--- config.mk ---
export PLATFORM = sky130hd
export DESIGN_NAME = axil_cmd_master
export DESIGN_NICKNAME = d
export VERILOG_FILES = /design/src/rtl/axil_cmd_master.sv
export SDC_FILE = /design/constraint.sdc
export NUM_CORES = 1
export LEC_CHECK = 0
export ABC_CLOCK_PERIOD_IN_PS = 5550
export CAP_MARGIN = 20
export CORE_UTILIZATION = 50
export CTS_CLUSTER_DIAMETER = 30
export CTS_CLUSTER_SIZE = 24
export DETAILED_ROUTE_END_ITERATION = 10
export PLACE_DENSITY = 0.78
export SYNTH_ARGS = -nofsm -noshare
export SYNTH_HDL_FRONTEND = slang
export SYNTH_SLANG_ARGS = --single-unit
--- constraint.sdc ---
create_clock -name M_AXI_ACLK -period 5.55 [get_ports M_AXI_ACLK]
set_input_delay 1.3875 -clock M_AXI_ACLK [delete_from_list [all_inputs] [get_ports M_AXI_ACLK]]
set_output_delay 1.3875 -clock M_AXI_ACLK [all_outputs]
set_load 0.005 [all_outputs]
--- src/rtl/axil_cmd_master.sv ---
// AXI4-Lite master that queues read/write register commands in a small FIFO and replays them
// one at a time on the bus, returning one response per command with a per-phase timeout.
module axil_cmd_master #(
  parameter int unsigned                   C_M_AXI_ADDR_WIDTH         = 32,
  parameter logic [C_M_AXI_ADDR_WIDTH-1:0] C_M_TARGET_SLAVE_BASE_ADDR = '0,
  parameter int unsigned                   C_M_AXI_DATA_WIDTH         = 32,
  parameter int unsigned                   C_CMD_ADDR_WIDTH           = 4,
  parameter int unsigned                   C_CMD_DEPTH                = 4,
  parameter int unsigned                   C_TIMEOUT                  = 256
) (
  input  logic                              M_AXI_ACLK,
  input  logic                              M_AXI_ARESETN,
  // command side
  input  logic                              CMD_VALID,
  output logic                              CMD_READY,
  input  logic                              CMD_DIR,
  input  logic [C_CMD_ADDR_WIDTH-1:0]       CMD_ADDR,
  input  logic [C_M_AXI_DATA_WIDTH-1:0]     CMD_DATA,
  input  logic [C_M_AXI_DATA_WIDTH/8-1:0]   CMD_STRB,
  // response side
  output logic                              RSP_VALID,
  input  logic                              RSP_READY,
  output logic [C_M_AXI_DATA_WIDTH-1:0]     RSP_DATA,
  output logic [1:0]                        RSP_RESP,
  output logic                              RSP_DIR,
  output logic                              RSP_TIMEOUT,
  output logic                              BUSY,
  output logic                              ERROR,
  input  logic                              ERR_CLR,
  // AXI4-Lite master
  output logic [C_M_AXI_ADDR_WIDTH-1:0]     M_AXI_AWADDR,
  output logic [2:0]                        M_AXI_AWPROT,
  output logic                              M_AXI_AWVALID,
  input  logic                              M_AXI_AWREADY,
  output logic [C_M_AXI_DATA_WIDTH-1:0]     M_AXI_WDATA,
  output logic [C_M_AXI_DATA_WIDTH/8-1:0]   M_AXI_WSTRB,
  output logic                              M_AXI_WVALID,
  input  logic                              M_AXI_WREADY,
  input  logic [1:0]                        M_AXI_BRESP,
  input  logic                              M_AXI_BVALID,
  output logic                              M_AXI_BREADY,
  output logic [C_M_AXI_ADDR_WIDTH-1:0]     M_AXI_ARADDR,
  output logic [2:0]                        M_AXI_ARPROT,
  output logic                              M_AXI_ARVALID,
  input  logic                              M_AXI_ARREADY,
  input  logic [C_M_AXI_DATA_WIDTH-1:0]     M_AXI_RDATA,
  input  logic [1:0]                        M_AXI_RRESP,
  input  logic                              M_AXI_RVALID,
  output logic                              M_AXI_RREADY
);

  localparam int unsigned DW    = C_M_AXI_DATA_WIDTH;
  localparam int unsigned SW    = DW / 8;
  localparam int unsigned AW    = C_M_AXI_ADDR_WIDTH;
  localparam int unsigned CW    = C_CMD_ADDR_WIDTH;
  localparam int unsigned PTR_W = $clog2(C_CMD_DEPTH);
  localparam int unsigned CNT_W = $clog2(C_CMD_DEPTH + 1);
  localparam int unsigned TMO_W = $clog2(C_TIMEOUT);

  typedef enum logic [2:0] {StIdle, StWr, StWrResp, StRd, StRdData, StRsp} state_e;

  state_e r_state, w_state_d;

  logic          r_fifo_dir  [C_CMD_DEPTH];
  logic [CW-1:0] r_fifo_addr [C_CMD_DEPTH];
  logic [DW-1:0] r_fifo_data [C_CMD_DEPTH];
  logic [SW-1:0] r_fifo_strb [C_CMD_DEPTH];

  logic [PTR_W-1:0] r_wptr, r_rptr;
  logic [CNT_W-1:0] r_count;
  logic [TMO_W-1:0] r_tmo_cnt;
  logic             r_aw_done, r_w_done;
  logic [AW-1:0]    r_awaddr, r_araddr;
  logic [DW-1:0]    r_wdata;
  logic [SW-1:0]    r_wstrb;
  logic [DW-1:0]    r_rsp_data;
  logic [1:0]       r_rsp_resp;
  logic             r_rsp_dir, r_rsp_to;
  logic             r_error;

  logic w_full, w_push, w_pop, w_aw_hs, w_w_hs, w_tmo_max, w_in_wait, w_to;
  logic w_b_take, w_r_take, w_err_set;

  assign w_full    = (r_count == CNT_W'(C_CMD_DEPTH));
  assign w_push    = CMD_VALID & CMD_READY;
  assign w_pop     = (r_state == StIdle) && (r_count != '0);
  assign w_aw_hs   = M_AXI_AWVALID & M_AXI_AWREADY;
  assign w_w_hs    = M_AXI_WVALID & M_AXI_WREADY;
  assign w_tmo_max = (r_tmo_cnt == TMO_W'(C_TIMEOUT - 1));
  assign w_in_wait = (r_state == StWr) || (r_state == StWrResp) ||
                     (r_state == StRd) || (r_state == StRdData);
  assign w_b_take  = (r_state == StWrResp) && M_AXI_BVALID;
  assign w_r_take  = (r_state == StRdData) && M_AXI_RVALID;
  assign w_err_set = w_to | (w_b_take & M_AXI_BRESP[1]) | (w_r_take & M_AXI_RRESP[1]);

  // State register
  always_ff @(posedge M_AXI_ACLK) begin
    if (!M_AXI_ARESETN) r_state <= StIdle;
    else                r_state <= w_state_d;
  end

  // Next-state logic; a completing handshake wins over a timeout on the same edge
  always_comb begin
    w_state_d = r_state;
    w_to      = 1'b0;
    unique case (r_state)
      StIdle: if (w_pop) w_state_d = r_fifo_dir[r_rptr] ? StWr : StRd;
      StWr: begin
        if ((r_aw_done | w_aw_hs) && (r_w_done | w_w_hs)) begin
          w_state_d = StWrResp;
        end else if (w_tmo_max) begin
          w_state_d = StRsp;
          w_to      = 1'b1;
        end
      end
      StWrResp: begin
        if (M_AXI_BVALID) begin
          w_state_d = StRsp;
        end else if (w_tmo_max) begin
          w_state_d = StRsp;
          w_to      = 1'b1;
        end
      end
      StRd: begin
        if (M_AXI_ARREADY) begin
          w_state_d = StRdData;
        end else if (w_tmo_max) begin
          w_state_d = StRsp;
          w_to      = 1'b1;
        end
      end
      StRdData: begin
        if (M_AXI_RVALID) begin
          w_state_d = StRsp;
        end else if (w_tmo_max) begin
          w_state_d = StRsp;
          w_to      = 1'b1;
        end
      end
      StRsp:   if (RSP_READY) w_state_d = StIdle;
      default: w_state_d = StIdle;
    endcase
  end

  // Output decode
  always_comb begin
    CMD_READY     = M_AXI_ARESETN && !w_full;
    M_AXI_AWVALID = (r_state == StWr) && !r_aw_done;
    M_AXI_WVALID  = (r_state == StWr) && !r_w_done;
    M_AXI_BREADY  = (r_state == StWrResp);
    M_AXI_ARVALID = (r_state == StRd);
    M_AXI_RREADY  = (r_state == StRdData);
    RSP_VALID     = (r_state == StRsp);
    BUSY          = (r_count != '0) || (r_state != StIdle);
  end

  // FIFO storage needs no reset; only the pointers and count define its contents
  always_ff @(posedge M_AXI_ACLK) begin
    if (w_push) begin
      r_fifo_dir[r_wptr]  <= CMD_DIR;
      r_fifo_addr[r_wptr] <= CMD_ADDR;
      r_fifo_data[r_wptr] <= CMD_DATA;
      r_fifo_strb[r_wptr] <= CMD_STRB;
    end
  end

  always_ff @(posedge M_AXI_ACLK) begin
    if (!M_AXI_ARESETN) begin
      r_wptr     <= '0;
      r_rptr     <= '0;
      r_count    <= '0;
      r_tmo_cnt  <= '0;
      r_aw_done  <= 1'b0;
      r_w_done   <= 1'b0;
      r_awaddr   <= '0;
      r_araddr   <= '0;
      r_wdata    <= '0;
      r_wstrb    <= '0;
      r_rsp_data <= '0;
      r_rsp_resp <= '0;
      r_rsp_dir  <= 1'b0;
      r_rsp_to   <= 1'b0;
      r_error    <= 1'b0;
    end else begin
      if (w_push) r_wptr <= r_wptr + PTR_W'(1);
      if (w_pop) begin
        r_rptr    <= r_rptr + PTR_W'(1);
        r_aw_done <= 1'b0;
        r_w_done  <= 1'b0;
        r_rsp_dir <= r_fifo_dir[r_rptr];
        if (r_fifo_dir[r_rptr]) begin
          r_awaddr <= C_M_TARGET_SLAVE_BASE_ADDR + AW'(r_fifo_addr[r_rptr]);
          r_wdata  <= r_fifo_data[r_rptr];
          r_wstrb  <= r_fifo_strb[r_rptr];
        end else begin
          r_araddr <= C_M_TARGET_SLAVE_BASE_ADDR + AW'(r_fifo_addr[r_rptr]);
        end
      end else begin
        if (w_aw_hs) r_aw_done <= 1'b1;
        if (w_w_hs)  r_w_done  <= 1'b1;
      end

      if (w_push && !w_pop)      r_count <= r_count + CNT_W'(1);
      else if (w_pop && !w_push) r_count <= r_count - CNT_W'(1);

      if (w_state_d != r_state) r_tmo_cnt <= '0;
      else if (w_in_wait)       r_tmo_cnt <= r_tmo_cnt + TMO_W'(1);

      if (w_b_take) begin
        r_rsp_data <= '0;
        r_rsp_resp <= M_AXI_BRESP;
        r_rsp_to   <= 1'b0;
      end else if (w_r_take) begin
        r_rsp_data <= M_AXI_RDATA;
        r_rsp_resp <= M_AXI_RRESP;
        r_rsp_to   <= 1'b0;
      end else if (w_to) begin
        r_rsp_data <= '0;
        r_rsp_resp <= 2'b10;
        r_rsp_to   <= 1'b1;
      end

      // A new error outranks a simultaneous clear
      r_error <= w_err_set | (r_error & ~ERR_CLR);
    end
  end

  assign M_AXI_AWADDR = r_awaddr;
  assign M_AXI_AWPROT = 3'b000;
  assign M_AXI_WDATA  = r_wdata;
  assign M_AXI_WSTRB  = r_wstrb;
  assign M_AXI_ARADDR = r_araddr;
  assign M_AXI_ARPROT = 3'b001;
  assign RSP_DATA     = r_rsp_data;
  assign RSP_RESP     = r_rsp_resp;
  assign RSP_DIR      = r_rsp_dir;
  assign RSP_TIMEOUT  = r_rsp_to;
  assign ERROR        = r_error;

endmodule

==> results of run 1 <==
path summary, 6_finish.rpt:
check | start | to | slack, ps | cells after the start
max | M_AXI_ARESETN | CMD_READY | 1530 | 3
min | M_AXI_AWADDR[3] | M_AXI_AWADDR[3] | 450 | 2
max reg2reg | r_state[0] | r_count[2] | 2860 | 9
min reg2reg | M_AXI_AWADDR[3] | M_AXI_AWADDR[3] | 450 | 2
sequential cells by signal, indices dropped and copies added (netlist names), 8 cells and up, named ones only:
register / count
r_tmo_cnt: 8
r_fifo_strb: 16
r_fifo_data: 128
M_AXI_WDATA: 32
RSP_DATA: 32
r_fifo_addr: 16
power groups by stage:
stage	Combinational [mW]	Sequential, mW	Clock [mW]
after CTS	1.43	2.52	2.89
after global placement	1.39	2.55	0
after detailed placement	1.42	2.56	0
after global routing	1.55	2.55	2.99
final	1.42	2.52	2.84
after floorplan	0.946	2.48	0
cells in the mapped netlist, types with 7 or more instances:
cell type / n / area, um2
a21boi_0: 39 / 293
nor2_1: 15 / 56.3
clkbuf_1: 12 / 45.0
nor3_1: 11 / 55.1
nand2_1: 164 / 616
buf_4: 69 / 518
dfxtp_1: 103 / 2060
mux4_2: 37 / 833
buf_2: 19 / 95.1
a21oi_1: 41 / 205
nor2b_1: 7 / 43.8
edfxtp_1: 164 / 4920
layout make-up:
class / instances / area [um2] / share of cell area [%]
antenna: 1 / 2.50 / 0.0178
clock buffer: 60 / 1300 / 9.21
clock inverter: 27 / 309 / 2.19
inverter: 5 / 18.8 / 0.133
multi-input combinational: 475 / 3240 / 23.0
sequential: 267 / 6990 / 49.6
tap: 275 / 344 / 2.44
timing repair buffer: 183 / 1880 / 13.4
stage by stage:
stage	area, um2	setup WS [ps]
after floorplan	10900	2250
after global placement	12400	1550
after detailed placement	12400	1550
after CTS	14000	1540
after global routing	14100	1450
final	14100	1530
critical path, stage by stage:
cell	delay, ps
buf_2	100
a21boi_0	520
clkdlybuf4s50_1	620
metal layers:
metal / track usage (%) / part of all wire, % / vias to the layer above
li1: - / - / 3126
met1: 23.4 / 39 / 3237
met4: 7.99 / 2.0 / 0
met2: 36.9 / 52 / 230
met3: 5.34 / 6.4 / 37
met5: 0 / 0 / -
cell families (layout without fill, tap and decap cells):
group                    count (synthesis)  after routing  share of synthesized area (%)
flip-flops                             267            267                           65.3
AND/OR/NAND/NOR                        239            239                           10.1
buffers and inverters                  108            275                           6.58
AO/OA/AOI/OAI                          107            107                           6.58
multiplexers                            48             48                           9.44
XOR/XNOR                                12             12                          0.983
adder cells (fa/ha/maj)                  7              7                          0.889
other                                    2             63                         0.0702
==> flow_summary_export.csv, run 1 <==
group,metric,value,unit
routing,route.vias.total,6630,
power_and_ir_drop,p_clk_share,41.9,%
clocking,htree_levels,2,
placed_design,port_buffers,175,
clocking,path_clk_slew,50,ps
layout,syn_to_final_growth,31.7,%
routing,post-route-drc-count,0,
grt,grt_pass1_vias,6581,
routing,finalWirelength,22.3,mm
clocking,cts_buffers,47,
clocking,cts_hold_buf,0,
placed_design,placed_cells,1201,
yosys,netlist_area,0.0107,mm2
placed_design,place_congestion,0.819,
layout,layout-drive-gt1-share,14.0,%
critical_path,cp_data_required_time,4160,ps
layout,final_common_cell,"clkdlybuf4s50_1",
timing,hold_viol_final,0,
clocking,cts_tree,"built",
timing,setup_violations,0,
routing,via_per_inst,5.13,
timing,max-slew-margin-rel,30.3,%
critical_path,cp-start-kind,"input pin",
layout,fin_util,67.0,%
yosys,ys_ff_latch,267,
power_and_ir_drop,p_per_area,481,mW/mm2
layout,layout_common_cells,"clkdlybuf4s50_1 (174), edfxtp_1 (164), nand2_1 (163)",
yosys,yosysWarningCount,0,
critical_path,path_max_fanout,6,
clocking,clockBufferDepth,3,
clocking,post_cts_resized,0,
routing,post_drt_wl_per_cell,17.2,um
yosys,yosys.cell_types.count,61,
floorplan,die_area,0.0220,mm2
timing,timing.fmax,249,MHz
timing,drv_slew,0,
critical_path,setup.worst_path.end_class,"output pin",
timing,hold_slack,452,ps
grt,grt_max_degree,62,
critical_path,critPathArrivalTime,2640,ps
clocking,clock-sinks,267,
routing,drt_first_iter_violations,259,
timing,finalSetupTns,0,ps
floorplan,die_h,148,um
grt,track_usage,20.6,%
worst_hold_path,hold_class,"flip-flop to flip-flop",
timing,rsz0062_at_grt,"no",
timing,fin_crit,4020,ps
clocking,cts_setup_buffers,0,
layout,nNetsFinal,1073,
power_and_ir_drop,p_seq_share,37.2,%
yosys,avgSynthCellArea,13.5,um2
yosys,syn_inst,790,
timing,fin_crit_sh,72.5,%
routing,detail-route-antenna-nets,0,
power_and_ir_drop,p_leak,4.84,nW
power_and_ir_drop,power,6.77,mW
power_and_ir_drop,switching_share,27.4,%
yosys,synthFlopType,"edfxtp_1",
floorplan,ios,238,
floorplan,row_count,53,
floorplan,core,0.0210,mm2
run_status,status,"finished, final reports clean",
timing,max_slew.worst_pin.slew,1040,ps
timing,skew,24.5,ps
grt,overflow,0,
yosys,async_reset_ff_share,0,%
run,max-cap-violations,0,
power_and_ir_drop,power.switching,1.86,mW
placed_design,dp_hpwl,13.5,mm
clocking,cts_root_buf,"clkbuf_16",
clocking,clock_latency,540,ps
yosys,synth_edf_count,164,
floorplan,start_util,50.9,%
yosys,yosysSeqAreaShare,65.3,%
power_and_ir_drop,pwr-share-comb,20.9,%
power_and_ir_drop,p_int,4.91,mW
grt,antenna_found_initial,1,
critical_path,criticalPathCategory,"input pin to output pin",
layout,instances_no_fill,1293,
routing,drt_first_pass_iters,4,
floorplan,fp.dieW,148,um
grt,grt_pass1_wl,34.6,mm
layout,n_fill_cell,1508,
power_and_ir_drop,max-vdd-ir-drop,354,uV
Note: power is estimated with default switching activity, not from simulation.
==> run 2, diff against run 1 <==
Settings changed: ABC_CLOCK_PERIOD_IN_PS 5550 to 3250, CORE_UTILIZATION 50 to 46, PLACE_DENSITY 0.78 to 0.76.
Clock period 5.55 ns to 3.25 ns, I/O delays scaled along.
==> flow_summary_export.csv, run 2 (same netlist as run 1, synthesis figures left out) <==
group,metric,value,unit
run_status,status,"finished, final reports clean",
floorplan,row_count,55,
clocking,post_cts_resized,0,
worst_hold_path,hold_class,"flip-flop to flip-flop",
layout,layout_common_cells,"clkdlybuf4s50_1 (174), edfxtp_1 (164), nand2_1 (163)",
timing,fin_crit_sh,94.1,%
layout,final_common_cell,"clkdlybuf4s50_1",
timing,max_slew.worst_pin.slew,1110,ps
run,max-cap-violations,0,
critical_path,path_delay_family,"simple AND/OR/NAND/NOR gates",
power_and_ir_drop,p_per_area,834,mW/mm2
timing,setup_slack,193,ps
power_and_ir_drop,switching_share,27.4,%
placed_design,port_buffers,175,
power_and_ir_drop,p_seq_share,36.3,%
power_and_ir_drop,pwr-share-comb,20.9,%
routing,drt_first_pass_iters,5,
grt,overflow,0,
critical_path,criticalPathCategory,"flip-flop to output pin",
timing,fin_crit,3060,ps
critical_path,cpPeakStageDelay,600,ps
floorplan,core,0.0227,mm2
grt,grt_pass1_vias,6667,
power_and_ir_drop,power.switching,3.26,mW
timing,hold_viol_final,0,
grt,antenna_found_initial,0,
clocking,cts_root_buf,"clkbuf_16",
layout,antenna_cells,0,
grt,grt_max_degree,62,
timing,setup_violations,0,
power_and_ir_drop,max-vdd-ir-drop,502,uV
routing,detail-route-antenna-nets,0,
critical_path,crit_buf_inv,1,
placed_design,place_ws,343,ps
clocking,path_clk_slew,50,ps
critical_path,crit_slowest_cell,"or3b_2",
routing,post_drt_wl_per_cell,17.7,um
placed_design,place_congestion,0.859,
layout,layout-drive-gt1-share,15.4,%
critical_path,critPathArrivalTime,2240,ps
clocking,cts_setup_buffers,0,
timing,timing.fmax,327,MHz
layout,nNetsFinal,1085,
floorplan,start_util,47.1,%
power_and_ir_drop,p_clk_share,42.7,%
routing,via_per_inst,5.06,
critical_path,cp-start-kind,"flip-flop",
placed_design,placed_cell_area,0.0125,mm2
layout,largest_reg_flops,128,
layout,top_register,"r_fifo_data",
placed_design,dp_hpwl,14.7,mm
routing,route.vias.total,6672,
grt,grt_pass1_wl,36.4,mm
routing,finalWirelength,23.4,mm
timing,drv_slew,0,
grt,track_usage,19.9,%
clocking,clock_latency,540,ps
floorplan,die_h,154,um
timing,hold_slack,450,ps
clocking,clock-sinks,267,
critical_path,path_cells,"or3b_2 -> nor2_1 -> clkdlybuf4s50_1",
layout,syn_to_final_growth,33.2,%
critical_path,cp_data_required_time,2440,ps
critical_path,path_max_fanout,19,
clocking,cts_buffers,51,
clocking,htree_levels,2,
clocking,cts_tree,"built",
routing,post-route-drc-count,0,
floorplan,die_area,0.0239,mm2
timing,finalSetupTns,0,ps
clocking,cts_hold_buf,0,
timing,rsz0062_at_grt,"no",
floorplan,ios,238,
routing,drt_first_iter_violations,305,
floorplan,fp.dieW,154,um
layout,fin_area,0.0142,mm2
timing,skew,11.8,ps
timing,max-slew-margin-rel,26.2,%
power_and_ir_drop,p_int,8.63,mW
power_and_ir_drop,p_leak,4.93,nW
critical_path,setup.worst_path.end_class,"output pin",
clocking,clockBufferDepth,3,
==> run 2: cell types whose count changed in the layout (fill, tap and decap cells not counted), sizes merged <==
| cell | previous run | this run |
|---|---|---|
| diode | 1 | 0 |
| buf | 9 | 17 |
| bufinv | 4 | 3 |
| clkinv | 9 | 16 |
| inv | 13 | 10 |
| clkinvlp | 6 | 7 |
| clkbuf | 60 | 65 |
==> run 2: through the flow <==
| step | power, mW | cells | utilization (%) |
|---|---|---|---|
| global route | 12.4 | 1319 | 62.7 |
| CTS | 12.0 | 1319 | 62.7 |
| finish | 11.9 | 1319 | 62.7 |
| global placement | 6.86 | 1223 | 55.1 |
| detailed placement | 6.90 | 1223 | 55.1 |
| floorplan | 5.85 | 850 | - |
==> run 2: worst min-delay path, delay by kind of cell (launching register included) <==
kind               cells  cell delay [ps]
AOI/OAI and AO/OA      1               50
DFF                    1              300
and+or+nand+nor        1               50
==> run 2: path summary, 6_finish.rpt <==
check                                startpoint         endpoint  slack, ps  cells after the start
worst max-delay path                 r_state[1]     M_AXI_WVALID        190                      3
worst min-delay path            M_AXI_AWADDR[3]  M_AXI_AWADDR[3]        450                      2
worst max register to register       r_count[0]       r_count[2]        850                      9
worst min register to register  M_AXI_AWADDR[3]  M_AXI_AWADDR[3]        450                      2
==> run 2: cell type report <==
class / instances / area [um2]
inverters: 5 / 18.8
fillers: 1698 / 8460
clock inverters: 31 / 297
multi-input cells: 475 / 3240
repair buffers: 191 / 1920
clock buffers: 65 / 1430
flip-flops and latches: 267 / 6990
well taps: 285 / 357
==> run 2: power by group through the flow <==
| stage | sequential (mW) | combinational [mW] | clock, mW |
|---|---|---|---|
| after global placement | 4.37 | 2.49 | 0 |
| after global routing | 4.38 | 2.73 | 5.33 |
| final | 4.32 | 2.49 | 5.08 |
| after CTS | 4.33 | 2.53 | 5.16 |
| after floorplan | 4.23 | 1.62 | 0 |
| after detailed placement | 4.38 | 2.51 | 0 |
==> run 2: layer usage <==
layer	track usage, %	part of all wire [%]	up-vias
met2	34.7	50	269
met3	5.55	7.7	56
li1	-	-	3144
met5	0	0	-
met1	23.4	39	3203
met4	7.64	3.0	0
==> run 3, diff against run 2 <==
Settings changed: ABC_AREA set to 1.
==> flow_summary_export.csv, run 3 <==
group,metric,value,unit
yosys,yosys-top-cells-area,"edfxtp_1 (46%), dfxtp_1 (19%), nor2_1 (6.3%), o21ai_0 (5.0%), buf_4 (4.7%)",
floorplan,start_util,47.1,%
critical_path,crit_buf_inv,3,
floorplan,row_count,55,
routing,detail-route-antenna-nets,0,
placed_design,place_ws,595,ps
layout,syn_to_final_growth,32.6,%
grt,overflow,0,
floorplan,fp.dieW,155,um
routing,post_drt_wl_per_cell,16.6,um
timing,rsz0062_at_grt,"no",
critical_path,path_cells,"inv_2 -> nor3_1 -> inv_1 -> nor2_1 -> clkdlybuf4s50_1",
timing,finalSetupTns,0,ps
yosys,syn_inst,1017,
critical_path,cp_data_required_time,2440,ps
layout,largest_reg_flops,128,
yosys,netlist_area,0.0107,mm2
layout,multi_input_area,0.00307,mm2
floorplan,die_h,155,um
yosys,synth_top_area_share,46.0,%
power_and_ir_drop,p_per_area,883,mW/mm2
power_and_ir_drop,power,12.5,mW
grt,use_met3,5.27,%
clocking,htree_levels,2,
power_and_ir_drop,power.switching,3.90,mW
critical_path,reg2regPathDepth,13,
yosys,synthTopCellsByCount,"nor2_1 (180), edfxtp_1 (164), o21ai_0 (106)",
timing,setup_slack,260,ps
power_and_ir_drop,p_clk_share,39.8,%
routing,post-route-drc-count,0,
clocking,cts_tree,"built",
placed_design,placed_cells,1440,
layout,layout-drive-gt1-share,10.5,%
clocking,post_cts_resized,0,
layout,fin_util,62.5,%
yosys,yosysSeqAreaShare,65.3,%
clocking,clock_latency,550,ps
routing,drt_first_pass_iters,5,
clocking,cts_hold_buf,0,
yosys,yosysTopAreaCell,"edfxtp_1",
layout,fin_area,0.0142,mm2
clocking,cts_root_buf,"clkbuf_16",
yosys,async_reset_ff_share,0,%
power_and_ir_drop,max-vdd-ir-drop,651,uV
layout,top_register,"r_fifo_data",
critical_path,cp-start-kind,"flip-flop",
run_status,status,"finished, final reports clean",
grt,gr-usage-met2,37.6,%
timing,setup_violations,0,
worst_hold_path,hold_class,"flip-flop to flip-flop",
routing,route.vias.total,7848,
grt,gr-max-usage-layer,"met2",
power_and_ir_drop,p_leak,5.18,nW
yosys,ys_ff_latch,267,
grt,use_met1,25.1,%
layout,layout_common_cells,"nor2_1 (176), clkdlybuf4s50_1 (174), edfxtp_1 (164)",
timing,timing.fmax,334,MHz
layout,final-seq-area,0.00699,mm2
yosys,synthFlopType,"edfxtp_1",
timing,skew,23.6,ps
critical_path,path_delay_family,"buffers and inverters",
layout,nNetsFinal,1299,
placed_design,dp_hpwl,15.4,mm
layout,final_common_cell,"nor2_1",
placed_design,port_buffers,175,
floorplan,die_area,0.0239,mm2
yosys,avgSynthCellArea,10.5,um2
critical_path,path_max_fanout,9,
critical_path,criticalPathCategory,"flip-flop to output pin",
grt,antenna_found_initial,1,
clocking,clockBufferDepth,3,
clocking,cts_buffers,48,
timing,drv_slew,0,
clocking,clock-sinks,267,
yosys,synth_most_common_cell,"nor2_1",
timing,hold_viol_final,0,
worst_hold_path,hold_path_depth,2,
clocking,path_clk_slew,50,ps
routing,drt_first_iter_violations,368,
timing,hold_slack,483,ps
power_and_ir_drop,switching_share,31.1,%
power_and_ir_drop,p_seq_share,35.1,%
routing,finalWirelength,25.4,mm
grt,grt_pass1_wl,39.7,mm
grt,grt_pass1_vias,7496,
critical_path,critPathArrivalTime,2180,ps
floorplan,core,0.0227,mm2
power_and_ir_drop,p_int,8.63,mW
timing,max_slew.worst_pin.slew,918,ps
clocking,cts_setup_buffers,0,
layout,n_fill_cell,1795,
timing,fin_crit,2990,ps
yosys,yosysWarningCount,0,
yosys,synth_edf_count,164,
critical_path,crit_slowest_cell,"clkdlybuf4s50_1",
critical_path,setup.worst_path.end_class,"output pin",
routing,via_per_inst,5.13,
grt,grt_max_degree,75,
timing,max-slew-margin-rel,38.7,%
power_and_ir_drop,pwr-share-comb,25.1,%
yosys,yosys.cell_types.count,32,
critical_path,cpPeakStageDelay,500,ps
layout,instances_no_fill,1530,
placed_design,place_congestion,0.871,
layout,antenna_cells,0,
grt,track_usage,21.4,%
floorplan,ios,238,
timing,fin_crit_sh,92.0,%
placed_design,placed_cell_area,0.0125,mm2
critical_path,path_depth,5,
run,max-cap-violations,0,
[run 3: cell types whose count changed after synthesis, sizes merged, moves of 7 or more]
cell	delta
nor2	+167
a31oi	+36
mux4	-41
nor2b	-7
nand2	-83
buf	-7
nand3	+44
a21boi	-44
clkbuf	+18
o21ai	+132
a21oi	+14
inv	+46
and2	-9
[run 3: tightest hold or removal path: cells and delay by family, from the launching register on]
| kind | cells | cell delay (ps) |
|---|---|---|
| simple gates | 1 | 80 |
| compound gates | 1 | 50 |
| flops | 1 | 300 |
[run 3: kinds of logic (layout without fill, tap and decap cells)]
kind of cell,Yosys count,count (layout),synth area share (%)
xor+xnor,6,6,0.491
compound gates,234,234,11.4
other cells,2,62,0.0702
fa+ha+maj,7,7,0.889
simple gates,333,333,13.3
buf+inv,167,335,8.37
mux,1,1,0.105
flops,267,267,65.3
[run 3: power groups by stage]
stage	Sequential, mW	Clock [mW]	Combinational (mW)
final	4.39	4.99	3.15
after global routing	4.44	5.24	3.51
after CTS	4.39	5.06	3.17
after detailed placement	4.44	0	3.15
after global placement	4.44	0	3.09
after floorplan	4.35	0	1.88
[run 3: worst paths after layout]
check / end / start / slack [ps]
worst max register to register: r_count[2] / r_state[0] / 940
worst min register to register: RSP_DATA[20] / RSP_DATA[20] / 480
worst max-delay path: M_AXI_WVALID / r_state[0] / 260
worst min-delay path: RSP_DATA[20] / RSP_DATA[20] / 480
[run 3: cell type report]
type                            instances  area share (%)
Clock buffer                           62            9.41
Timing Repair Buffer                  192            13.5
Sequential cell                       267            49.3
Tap cell                              285            2.51
Clock inverter                         28            2.26
Inverter                               53            1.40
Multi-Input combinational cell        643            21.7
[run 3: routing by layer]
metal,vias to the layer above,share of wire (%)
met4,2,2.8
li1,3778,-
met5,-,0.051
met3,59,7.2
met1,3675,40
met2,334,50
